--- src/rtl/sort_seq.sv ---
// Sequential 4-entry sorter: load four words, odd-even transposition sort in place, drain in order.
// Define SORT_SEQ_DESCEND_EN for largest-first output; the default build sorts smallest-first.
module sort_seq #(
    parameter int WIDTH = 8,
    parameter int N     = 4
) (
    input  logic             clk,
    input  logic             rst,
    input  logic             in_valid,
    output logic             in_ready,
    input  logic [WIDTH-1:0] in_data,
    output logic             out_valid,
    input  logic             out_ready,
    output logic [WIDTH-1:0] out_data,
    output logic             out_last,
    output logic             busy
);

    if (N != 4) begin : g_bad_n
        $error("sort_seq: N must be 4, got %0d", N);
    end

`ifdef SORT_SEQ_DESCEND_EN
    localparam bit DESCEND = 1'b1;
`else
    localparam bit DESCEND = 1'b0;
`endif

    typedef enum logic [1:0] {
        S_LOAD  = 2'd0,
        S_SORT  = 2'd1,
        S_DRAIN = 2'd2
    } state_t;

    state_t           r_state;
    logic [1:0]       r_cnt;
    logic [WIDTH-1:0] r_data [4];
    logic             r_inReady;
    logic             r_outValid;
    logic [WIDTH-1:0] r_outData;
    logic             r_outLast;
    logic             r_busy;

    logic [WIDTH-1:0] w_pass [4];
    logic [1:0]       w_cntNext;

    // Strict compare so equal words never move past each other, keeping the sort stable.
    function automatic logic f_swap(input logic [WIDTH-1:0] a, input logic [WIDTH-1:0] b);
        if (DESCEND) begin
            return a < b;
        end
        return a > b;
    endfunction

    assign w_cntNext = r_cnt + 2'd1;

    always_comb begin
        for (int i = 0; i < 4; i++) begin
            w_pass[i] = r_data[i];
        end
        if (!r_cnt[0]) begin
            if (f_swap(r_data[0], r_data[1])) begin
                w_pass[0] = r_data[1];
                w_pass[1] = r_data[0];
            end
            if (f_swap(r_data[2], r_data[3])) begin
                w_pass[2] = r_data[3];
                w_pass[3] = r_data[2];
            end
        end else begin
            if (f_swap(r_data[1], r_data[2])) begin
                w_pass[1] = r_data[2];
                w_pass[2] = r_data[1];
            end
        end
    end

    // All outputs are registered; out_data is preloaded from the final pass so DRAIN has no bubble.
    always_ff @(posedge clk or posedge rst) begin
        if (rst) begin
            r_state    <= S_LOAD;
            r_cnt      <= 2'd0;
            for (int i = 0; i < 4; i++) begin
                r_data[i] <= '0;
            end
            r_inReady  <= 1'b1;
            r_outValid <= 1'b0;
            r_outData  <= '0;
            r_outLast  <= 1'b0;
            r_busy     <= 1'b0;
        end else begin
            case (r_state)
                S_LOAD: begin
                    if (in_valid && r_inReady) begin
                        r_data[r_cnt] <= in_data;
                        if (r_cnt == 2'd3) begin
                            r_cnt     <= 2'd0;
                            r_state   <= S_SORT;
                            r_inReady <= 1'b0;
                            r_busy    <= 1'b1;
                        end else begin
                            r_cnt <= w_cntNext;
                        end
                    end
                end
                S_SORT: begin
                    for (int i = 0; i < 4; i++) begin
                        r_data[i] <= w_pass[i];
                    end
                    if (r_cnt == 2'd3) begin
                        r_cnt      <= 2'd0;
                        r_state    <= S_DRAIN;
                        r_outValid <= 1'b1;
                        r_outData  <= w_pass[0];
                        r_outLast  <= 1'b0;
                    end else begin
                        r_cnt <= w_cntNext;
                    end
                end
                S_DRAIN: begin
                    if (out_ready) begin
                        if (r_cnt == 2'd3) begin
                            r_cnt      <= 2'd0;
                            r_state    <= S_LOAD;
                            r_outValid <= 1'b0;
                            r_outData  <= '0;
                            r_outLast  <= 1'b0;
                            r_busy     <= 1'b0;
                            r_inReady  <= 1'b1;
                        end else begin
                            r_cnt     <= w_cntNext;
                            r_outData <= r_data[w_cntNext];
                            r_outLast <= (r_cnt == 2'd2);
                        end
                    end
                end
                default: begin
                    r_state    <= S_LOAD;
                    r_cnt      <= 2'd0;
                    r_inReady  <= 1'b1;
                    r_outValid <= 1'b0;
                    r_outData  <= '0;
                    r_outLast  <= 1'b0;
                    r_busy     <= 1'b0;
                end
            endcase
        end
    end

    assign in_ready  = r_inReady;
    assign out_valid = r_outValid;
    assign out_data  = r_outData;
    assign out_last  = r_outLast;
    assign busy      = r_busy;

endmodule

--- config.mk ---
export PLATFORM = sky130hd
export DESIGN_NAME = sort_seq
export DESIGN_NICKNAME = d
export VERILOG_FILES = /design/src/rtl/sort_seq.sv
export SDC_FILE = /design/constraint.sdc
export NUM_CORES = 1
export LEC_CHECK = 0
export CAP_MARGIN = 40
export CELL_PAD_IN_SITES_DETAIL_PLACEMENT = 2
export CELL_PAD_IN_SITES_GLOBAL_PLACEMENT = 2
export CORE_MARGIN = 2
export CORE_UTILIZATION = 42
export CTS_BUF_LIST = sky130_fd_sc_hd__clkbuf_4
export DETAILED_ROUTE_END_ITERATION = 12
export PLACE_DENSITY = 0.88
export SETUP_SLACK_MARGIN = 0.3
export SKIP_LAST_GASP = 1
export SYNTH_ARGS = -nofsm -noshare
export SYNTH_HDL_FRONTEND = slang
export SYNTH_SLANG_ARGS = --single-unit
--- constraint.sdc ---
create_clock -name clk -period 7.2 [get_ports clk]
set_input_delay 1.08 -clock clk [delete_from_list [all_inputs] [get_ports clk]]
set_output_delay 1.08 -clock clk [all_outputs]
set_load 0.02 [all_outputs]
## Yosys cells after proc, flatten, opt, wreduce, memory -nomap -nowiden

Index checks and enable logic that the tools add are counted.

- Reductions and logical operators: 13
- Equal/unequal tests: 14
- Muxes and demuxes: 40
- Add/sub/neg operators: 1
- Bitwise operators: 4
- Order comparisons: 6

Operator list:

| operator | count |
|---|---|
| two-way mux 16 bit | 4 |
| two-way mux 8 bit | 8 |
| case mux 32 bit (2 select lines) | 1 |
| bitwise mux 32 bit | 1 |
| two-way mux 32 bit | 1 |
| greater-than comparator 8 bit | 3 |
| case mux 8 bit (3 select lines) | 1 |
| binary-select mux 8 bit (select 2 bit) | 1 |
| demux 8 bit (select 2 bit) | 1 |
| two-way mux 2 bit | 8 |
| AND reduction 4 bit | 4 |
| != test 2 bit, second input constant | 7 |
| case mux 1 bit (3 select lines) | 4 |
| case mux 2 bit (3 select lines) | 2 |
| AND reduction 5 bit | 2 |
| != test 3 bit, second input constant | 3 |
| two-way mux 1 bit | 8 |
| == test 2 bit, second input constant | 3 |
| greater-or-equal comparator 3 bit, second input constant | 2 |
| inverter 2 -> 3 bit | 2 |
| AND reduction 2 bit | 2 |
| < comparator 3 x 1 -> 1 bit, second input constant | 1 |
| AND reduction 3 bit | 1 |
| adder 2 x 1 -> 2 bit, second input constant | 1 |
| other kinds (5) | 7 |

- Flip-flop bits (word level): 48
- Input port bits: 12
- Word-level logic and storage cells: 89
- Output and inout port bits: 12

## Logic depth before layout (Yosys ltp)

Gate-level depths: netlist (run 1).

- Word-level depth: 8
- Gate-level depth with buffers: 9
- Mapped depth without buffers: 8

## Worst setup path before layout (run 1)

No wires, ideal clock.

- Kind: register to register
- From: register r_cnt[0]
- To: register r_outData[4] (netlist: out_data[4])
- Period minus slack after synthesis: 2277 ps
- Setup time: 129 ps
- Arrival: 2148 ps
- Data required time: 7071 ps
- Setup slack: 4923 ps
- Buffers on the path: 3
- Stages on the path, launching flop included: 10
- Path through: dfrtp_1 buf_2 inv_1 clkbuf_1 ha_1 clkbuf_1 mux4_2 and3_1 o21ai_0 o21ai_0

- Word-level cells in the longest chain between the ends: 8
- Elaborated cells between the ends (all ways): 13
- Those cells by class: add/sub: 1; eq/ne: 2; mux: 8; bitwise: 1; reduce/logical: 1

RTL lines:

| item | RTL line | source |
|---|---|---|
| start, declared | 36 | `logic [1:0] r_cnt;` |
| start signal, assigned | 102 | `r_cnt <= w_cntNext;` |
| start signal, assigned | 117 | `r_cnt <= w_cntNext;` |
| start signal, assigned | 131 | `r_cnt <= w_cntNext;` |
| adder 2 x 1 -> 2 bit | 55 | `assign w_cntNext = r_cnt + 2'd1;` |
| inverter 2 -> 3 bit (implied by the code) | 132 | `r_outData <= r_data[w_cntNext];` |
| binary-select mux 8 bit (select 2 bit) | 132 |  |
| two-way mux 8 bit (implied by the code) (2 in a row) | 132 |  |
| two-way mux 8 bit | 122 | `if (r_cnt == 2'd3) begin` |
| two-way mux 8 bit | 121 | `if (out_ready) begin` |
| case mux 8 bit (3 select lines) | 92 | `case (r_state)` |
| end signal, assigned | 114 | `r_outData <= w_pass[0];` |
| end signal, assigned | 132 |  |
| end, declared | 40 | `logic [WIDTH-1:0] r_outData;` |

Several ways; a longest one is shown, not always the timed one. The select of a mux whose other input is x is not followed.
A chain may end at the register's enable or synchronous reset.

## Worst setup path in the final report (run 1)

- From: register r_cnt[0]
- To: register r_data[3] (netlist name)

- Word-level cells in the longest chain between the ends: 8
- Elaborated cells between the ends (all ways): 11
- Those cells by class: order compare: 2; eq/ne: 1; mux: 5; bitwise: 1; reduce/logical: 2

RTL lines:

| item | RTL line | source |
|---|---|---|
| inverter 2 -> 3 bit (implied by the code) | 95 | `r_data[r_cnt] <= in_data;` |
| greater-or-equal comparator 3 bit (implied by the code) or < comparator 3 x 1 -> 1 bit (tied branches) | 95 |  |
| logical AND 1 bit (implied by the code) | 95 |  |
| two-way mux 8 bit (implied by the code) | 95 |  |
| demux 8 bit (select 2 bit) | 95 |  |
| bitwise mux 32 bit | 95 |  |
| two-way mux 32 bit | 94 | `if (in_valid && r_inReady) begin` |
| case mux 32 bit (2 select lines) | 92 |  |
| end signal, assigned by index | 95 |  |
| end signal, assigned by index | 108 | `r_data[i] <= w_pass[i];` |
| end, declared | 37 | `logic [WIDTH-1:0] r_data [4];` |

Several ways; a longest one is shown, not always the timed one. The select of a mux whose other input is x is not followed.

==> results of run 1 <==
==> power breakdown <==
part / switching, mW / internal (mW) / leakage (nW)
combinational: 0.0103 / 0.00720 / 1.25
clock: 0.0989 / 0.0378 / 0.0349
sequential: 0 / 0.270 / 0.615
==> kinds of logic after synthesis <==
group | Yosys count | synth area share, %
AOI/OAI and AO/OA | 129 | 23.6
DFF | 48 | 33.8
muxes | 33 | 12.4
buffers and inverters | 56 | 6.16
and+or+nand+nor | 91 | 12.4
adders and majority gates | 33 | 11.6
==> sequential cells by signal (all words and copies together), names as in the netlist <==
signal and count:
out_last 1, out_data 8, busy 1, in_ready 1
r_data 32, out_valid 1, r_state 2, r_cnt 2
==> cell type report <==
type                    instances  area share [%]
repair buffers                 27            7.13
clock inverters                 3           0.478
multi-input cells             286            54.3
flip-flops and latches         48            30.6
inverters                      33            3.15
well taps                     105            3.34
clock buffers                   5           0.955
==> worst max-delay path, cell delays in order (launching register included) <==
cell and delay (ns):
sky130_fd_sc_hd__dfrtp_1 0.65, sky130_fd_sc_hd__buf_4 0.32, sky130_fd_sc_hd__inv_1 0.42, sky130_fd_sc_hd__o21ai_0 0.18, sky130_fd_sc_hd__a21oi_1 0.22, sky130_fd_sc_hd__nand3_1 0.40
sky130_fd_sc_hd__a22oi_2 0.67, sky130_fd_sc_hd__a2bb2oi_1 0.21
==> layer usage <==
metal	global-route usage (%)	vias up	wire length (um)
met5	0	-	0
li1	-	1451	-
met4	5.24	0	138
met3	4.62	11	603
met2	44.6	71	5600
met1	36.8	1606	5090
==> through the flow <==
stage               cell area (um2)  util (%)  setup slack, ns
global placement               3840      46.7             4.23
detailed placement             3870      47.1             4.09
finish                         3930      47.8             4.06
global route                   3930      47.8             3.78
floorplan                      3560         -             4.92
CTS                            3930      47.8             4.02
==> how the worst max path moves through the flow <==
stage	start	endpoint	cells after the start
global route	r_cnt[0]	r_data[3]	7
CTS	r_cnt[0]	r_data[3]	7
floorplan	r_cnt[0]	out_data[4]	9
finish	r_cnt[0]	r_data[3]	7
global placement	in_valid	r_data[30]	6
detailed placement	r_cnt[0]	r_data[3]	7
==> cell usage after synthesis (all sizes together) <==
library cell,n,area (um2)
mux2i,16,160
dfrtp,47,1180
nor4b,1,8.76
buf,13,57.6
a31oi,9,56.3
mux4,8,180
nand3b,1,7.51
nand4,2,12.5
nand3,6,30.0
a211o,1,8.76
o2bb2ai,3,26.3
o21a,2,15.0
clkbuf,10,37.5
a221oi,1,8.76
nor3,13,76.3
a22oi,9,72.6
o31ai,1,7.51
a221o,6,60.1
inv,33,124
a21o,15,113
nor2,12,47.6
mux2,9,101
ha,33,413
nor2b,5,31.3
a21oi,20,111
o31a,4,35.0
o211ai,1,7.51
dfstp,1,26.3
and3,14,87.6
o21ai,48,240
o221ai,1,8.76
nand2,37,139
a2bb2oi,8,70.1
==> results.json, run 1 <==
{
  "cts_setup_buffers": 0,
  "post_cts_hold_buffer_count": 0,
  "grt_max_degree": 44,
  "boundary_pin_count": 24,
  "placementRows": 33,
  "final.setup_skew_ns": 0.0139,
  "p_leak_nw": 1.90,
  "run_status": "completed",
  "max_slew_margin_pct": 49.6,
  "holdPathStages": 2,
  "seq_area_frac_synth_pct": 33.8,
  "synth_seq_cells": 48,
  "drtPass1Iterations": 4,
  "worst-setup-path-type": "register to register",
  "fin_hold_ws_ns": 0.510,
  "cts_inserted_buffers": 5,
  "layout_commonest_cell": "sky130_fd_sc_hd__dfrtp_1",
  "finalSetupViolCount": 0,
  "fp.coreArea_mm2": 0.00822,
  "drtAntennaViolNets": 0,
  "drcViolationCount": 0,
  "grt_first_pass_wirelength_um": 18600,
  "timing.critical_path.to_type": "register",
  "final_layout_size_suffix_gt1_share_pct": 8.96,
  "tritoncts": "yes",
  "place.detailed.hpwl_um": 8500,
  "cts_sinks": 48,
  "chipWidth_um": 96.0,
  "synthesis.instances": 390,
  "max-vdd-ir-drop_mv": 0.0504,
  "postSynthAreaPerCell_um2": 9.12,
  "cap_violations": 0,
  "antenna_found_initial": 0,
  "clock_root_cell": "sky130_fd_sc_hd__clkbuf_4",
  "clock_path_buffers": 2,
  "maximum_level_of_the_cts_h_tree": 2,
  "hold_viol_final": 0,
  "finalMaxSlewViolations": 0,
  "power.density_mw_per_mm2": 108,
  "first_global_vias": 3338,
  "place_inst": 499,
  "dieHeight_um": 96.0,
  "achievable-frequency_ghz": 0.318,
  "grt_remaining_overflow": 0,
  "pwr_total_uw": 424,
  "start_util_pct": 43.3,
  "worstReg2RegEnd": "r_data[3]",
  "yosysWarningCount": 0,
  "final.min_clock_period_ns": 3.14,
  "fillerInstances": 907,
  "area_growth_syn_to_layout_pct": 10.5,
  "r2r_setup_slack_ns": 4.06,
  "clock_latency_ns": 0.39,
  "routed_wire_length_per_instance_um": 22.6,
  "post_layout_nonfiller_instances": 507,
  "via_count": 3139,
  "globalRouteTotalUtil_pct": 26.8,
  "drt-total-wl_um": 11400,
  "rr_startpoint": "r_cnt[0]",
  "min_to": "out_last",
  "cts.reportedPaths.clkPinSlew_ns": 0.16,
  "cp_arrival_ns": 3.45,
  "hold_path.startpoint": "out_last",
  "ys_types": 40,
  "setup_repair_after_global_routing_missed_its_margin": "no",
  "timing.final.crit_share_pct": 43.7,
  "num-nets-final": 446,
  "hold_path_class": "register to register",
  "tightest_slew_ns": 0.755,
  "path_max_fanout": 16,
  "syn_area_mm2": 0.00356,
  "first_iter_violations": 204,
  "setup-tns-final_ns": 0,
  "synth.net_count": 435,
  "post_cts_resized": 0,
  "highest_count_cells_in_the_layout_ignoring_fill_and_taps": "47 x sky130_fd_sc_hd__dfrtp_1, 42 x sky130_fd_sc_hd__o21ai_0, 37 x sky130_fd_sc_hd__nand2_1, 33 x sky130_fd_sc_hd__ha_1, 31 x sky130_fd_sc_hd__inv_1",
  "antenna_cells": 0,
  "placement.io_buffers": 23,
  "fp.dieArea_mm2": 0.00922,
  "sequential_cell_area_mm2": 0.00120,
  "r2r.worst_path.cells": 7,
  "vias_per_cell": 6.19,
  "finalWeightedCongestion": 0.877,
  "timing.critical_path.from_type": "register",
  "worst_path_required_ns": 7.51,
  "multi_input_comb_area_mm2": 0.00214
}
Note: power is estimated with default switching activity, not from simulation.
==> inputs of run 2 (changes only) <==
CORE_UTILIZATION = 35   (was 42)
PLACE_DENSITY = 0.79   (was 0.88)
clock period = 2.7 ns   (was 7.2 ns; I/O delays follow)
==> run 2 against run 1 <==
  * Largest power group unchanged
  * Die area up 19%
  * Clock power grew to 3.4 times the previous value
  * Core utilization fell by 2.4 points
  * Highest routed layer unchanged
  * Register-to-register slack got worse by 3.8 ns
  * Non-clock buffer count is 39 higher
  * Clock skew is 0.0024 ns lower
  * Clock-buffer cell count stayed put
  * Final cell count grew 13%
  * First-iteration DRC count rose by 37%
==> results.json, run 2 (synthesis results as in run 1) <==
{
  "run_status": "completed",
  "maximum_level_of_the_cts_h_tree": 2,
  "timing.critical_path.from_type": "register",
  "tightest_slew_ns": 0.808,
  "postPlaceCellArea_mm2": 0.00404,
  "dp_worst_setup_slack_ns": 0.199,
  "timing.critical_path.to_type": "register",
  "layout_commonest_cell": "sky130_fd_sc_hd__dfrtp_1",
  "place_inst": 546,
  "cts_sinks": 48,
  "num-nets-final": 485,
  "critical-path-max-stage-delay_ns": 0.51,
  "clock_latency_ns": 0.41,
  "final.min_clock_period_ns": 2.48,
  "antenna_found_initial": 1,
  "finalWeightedCongestion": 0.850,
  "place.detailed.hpwl_um": 9490,
  "fillerInstances": 1098,
  "rr_startpoint": "r_data[25]",
  "power.density_mw_per_mm2": 275,
  "area_growth_syn_to_layout_pct": 25.4,
  "grt_max_degree": 30,
  "crit_path_top_delay_cell": "sky130_fd_sc_hd__dfrtp_2",
  "chipWidth_um": 105,
  "finalMaxSlewViolations": 0,
  "fin_hold_ws_ns": 0.397,
  "final_layout_size_suffix_gt1_share_pct": 22.7,
  "via_count": 3459,
  "routed_wire_length_per_instance_um": 26.1,
  "drcViolationCount": 0,
  "boundary_pin_count": 24,
  "grt_first_pass_wirelength_um": 21700,
  "setup-tns-final_ns": 0,
  "cts.reportedPaths.clkPinSlew_ns": 0.16,
  "first_global_vias": 3641,
  "timing.final.crit_share_pct": 91.8,
  "registers.top_by_ff_count": "r_data",
  "clock_root_cell": "sky130_fd_sc_hd__clkbuf_4",
  "cp_arrival_ns": 2.77,
  "final_worst_slack_ns": 0.222,
  "drt-total-wl_um": 15000,
  "drtAntennaViolNets": 0,
  "final_design_area_no_fill_mm2": 0.00446,
  "cap_violations": 0,
  "worst-setup-path-type": "register to register",
  "post_cts_hold_buffer_count": 0,
  "start_util_pct": 36.2,
  "globalRouteTotalUtil_pct": 25.8,
  "path_max_fanout": 8,
  "hold_path_class": "primary input to async pin",
  "max_slew_margin_pct": 46.1,
  "worstReg2RegEnd": "r_data[30]",
  "worst_path_required_ns": 2.99,
  "grt_remaining_overflow": 0,
  "setup_repair_after_global_routing_missed_its_margin": "yes",
  "fp.dieArea_mm2": 0.0110,
  "p_leak_nw": 2.09,
  "drtPass1Iterations": 5,
  "largest_reg_flops": 32,
  "highest_count_cells_in_the_layout_ignoring_fill_and_taps": "43 x sky130_fd_sc_hd__dfrtp_1, 42 x sky130_fd_sc_hd__o21ai_0, 37 x sky130_fd_sc_hd__nand2_1, 37 x sky130_fd_sc_hd__buf_4, 27 x sky130_fd_sc_hd__inv_1",
  "dieHeight_um": 105,
  "vias_per_cell": 6.02,
  "achievable-frequency_ghz": 0.404,
  "first_iter_violations": 279,
  "placementRows": 36,
  "r2r_setup_slack_ns": 0.22,
  "cts_inserted_buffers": 5,
  "max-vdd-ir-drop_mv": 0.210,
  "clock_path_buffers": 2,
  "r2r.worst_path.cells": 7,
  "placement.io_buffers": 23,
  "fp.coreArea_mm2": 0.00982,
  "final.setup_skew_ns": 0.0115,
  "hold_viol_final": 0,
  "post_layout_nonfiller_instances": 575,
  "finalSetupViolCount": 0,
  "critical_path.cell_chain": "ha_4 -> nor2b_1 -> o21ai_1 -> a21o_1 -> a221o_2 -> a21o_4 -> a221o_1",
  "tritoncts": "yes"
}
## run 2: cell count changes in the layout (fill, tap and decap cells not counted), moves of 5 or more
cell	change
sky130_fd_sc_hd__mux2_2	-8
sky130_fd_sc_hd__buf_6	+5
sky130_fd_sc_hd__ha_4	+5
sky130_fd_sc_hd__ha_1	-8
sky130_fd_sc_hd__buf_4	+35
sky130_fd_sc_hd__mux2_4	+8
## run 2: worst max path at each step
stage | to | slack, ns | cells after the start | from
floorplan | out_data[4] | 0.42 | 9 | r_cnt[0]
global placement | r_data[20] | 0.35 | 8 | r_data[18]
detailed placement | r_data[23] | 0.20 | 8 | r_data[18]
CTS | out_data[5] | 0.31 | 8 | r_state[0]
global route | r_data[30] | 0.14 | 9 | r_data[17]
finish | r_data[30] | 0.22 | 7 | r_data[25]
## run 2: routing by layer
metal / vias up / global-route usage [%] / wire length, um
met5: - / 0 / 0
met4: 0 / 8.76 / 494
met3: 30 / 4.37 / 642
met2: 110 / 43.3 / 7410
met1: 1783 / 33.5 / 6430
li1: 1536 / - / -
## run 2: critical path: cells and delay by family, from the launching register on
| family | cells | cell delay, ns |
|---|---|---|
| AOI/OAI and AO/OA | 5 | 1.34 |
| DFF | 1 | 0.51 |
| adders and majority gates | 1 | 0.31 |
| and+or+nand+nor | 1 | 0.20 |
## run 2: area by class of cell
class                   instances  area, um2  share of cell area (%)
multi-input cells             286       2300                    51.5
clock inverters                 3       37.5                   0.842
flip-flops and latches         48       1210                    27.1
inverters                      33        128                    2.86
well taps                     133        166                    3.73
clock buffers                   5       37.5                   0.842
repair buffers                 66        584                    13.1
diodes                          1       2.50                  0.0561
## run 2: power breakdown
part / internal, mW / switching [mW]
Clock: 0.189 / 0.271
Sequential: 0.719 / 0
Combinational: 0.0182 / 0.0289
Total: 0.927 / 0.300
## run 2: metrics by stage
step                utilization, %  power [mW]
floorplan                        -       0.746
global placement              41.2       0.778
detailed placement            41.2       0.779
CTS                           42.8        1.23
global route                  45.4        1.26
finish                        45.4        1.23
## run 2: repair_timing
action / CTS / global route
resized for setup: 5 / 38
hold endpoints to repair: 0 / 0
pin swaps: 1 / 12
setup buffers: 9 / 11
setup endpoints to repair: 19 / 44
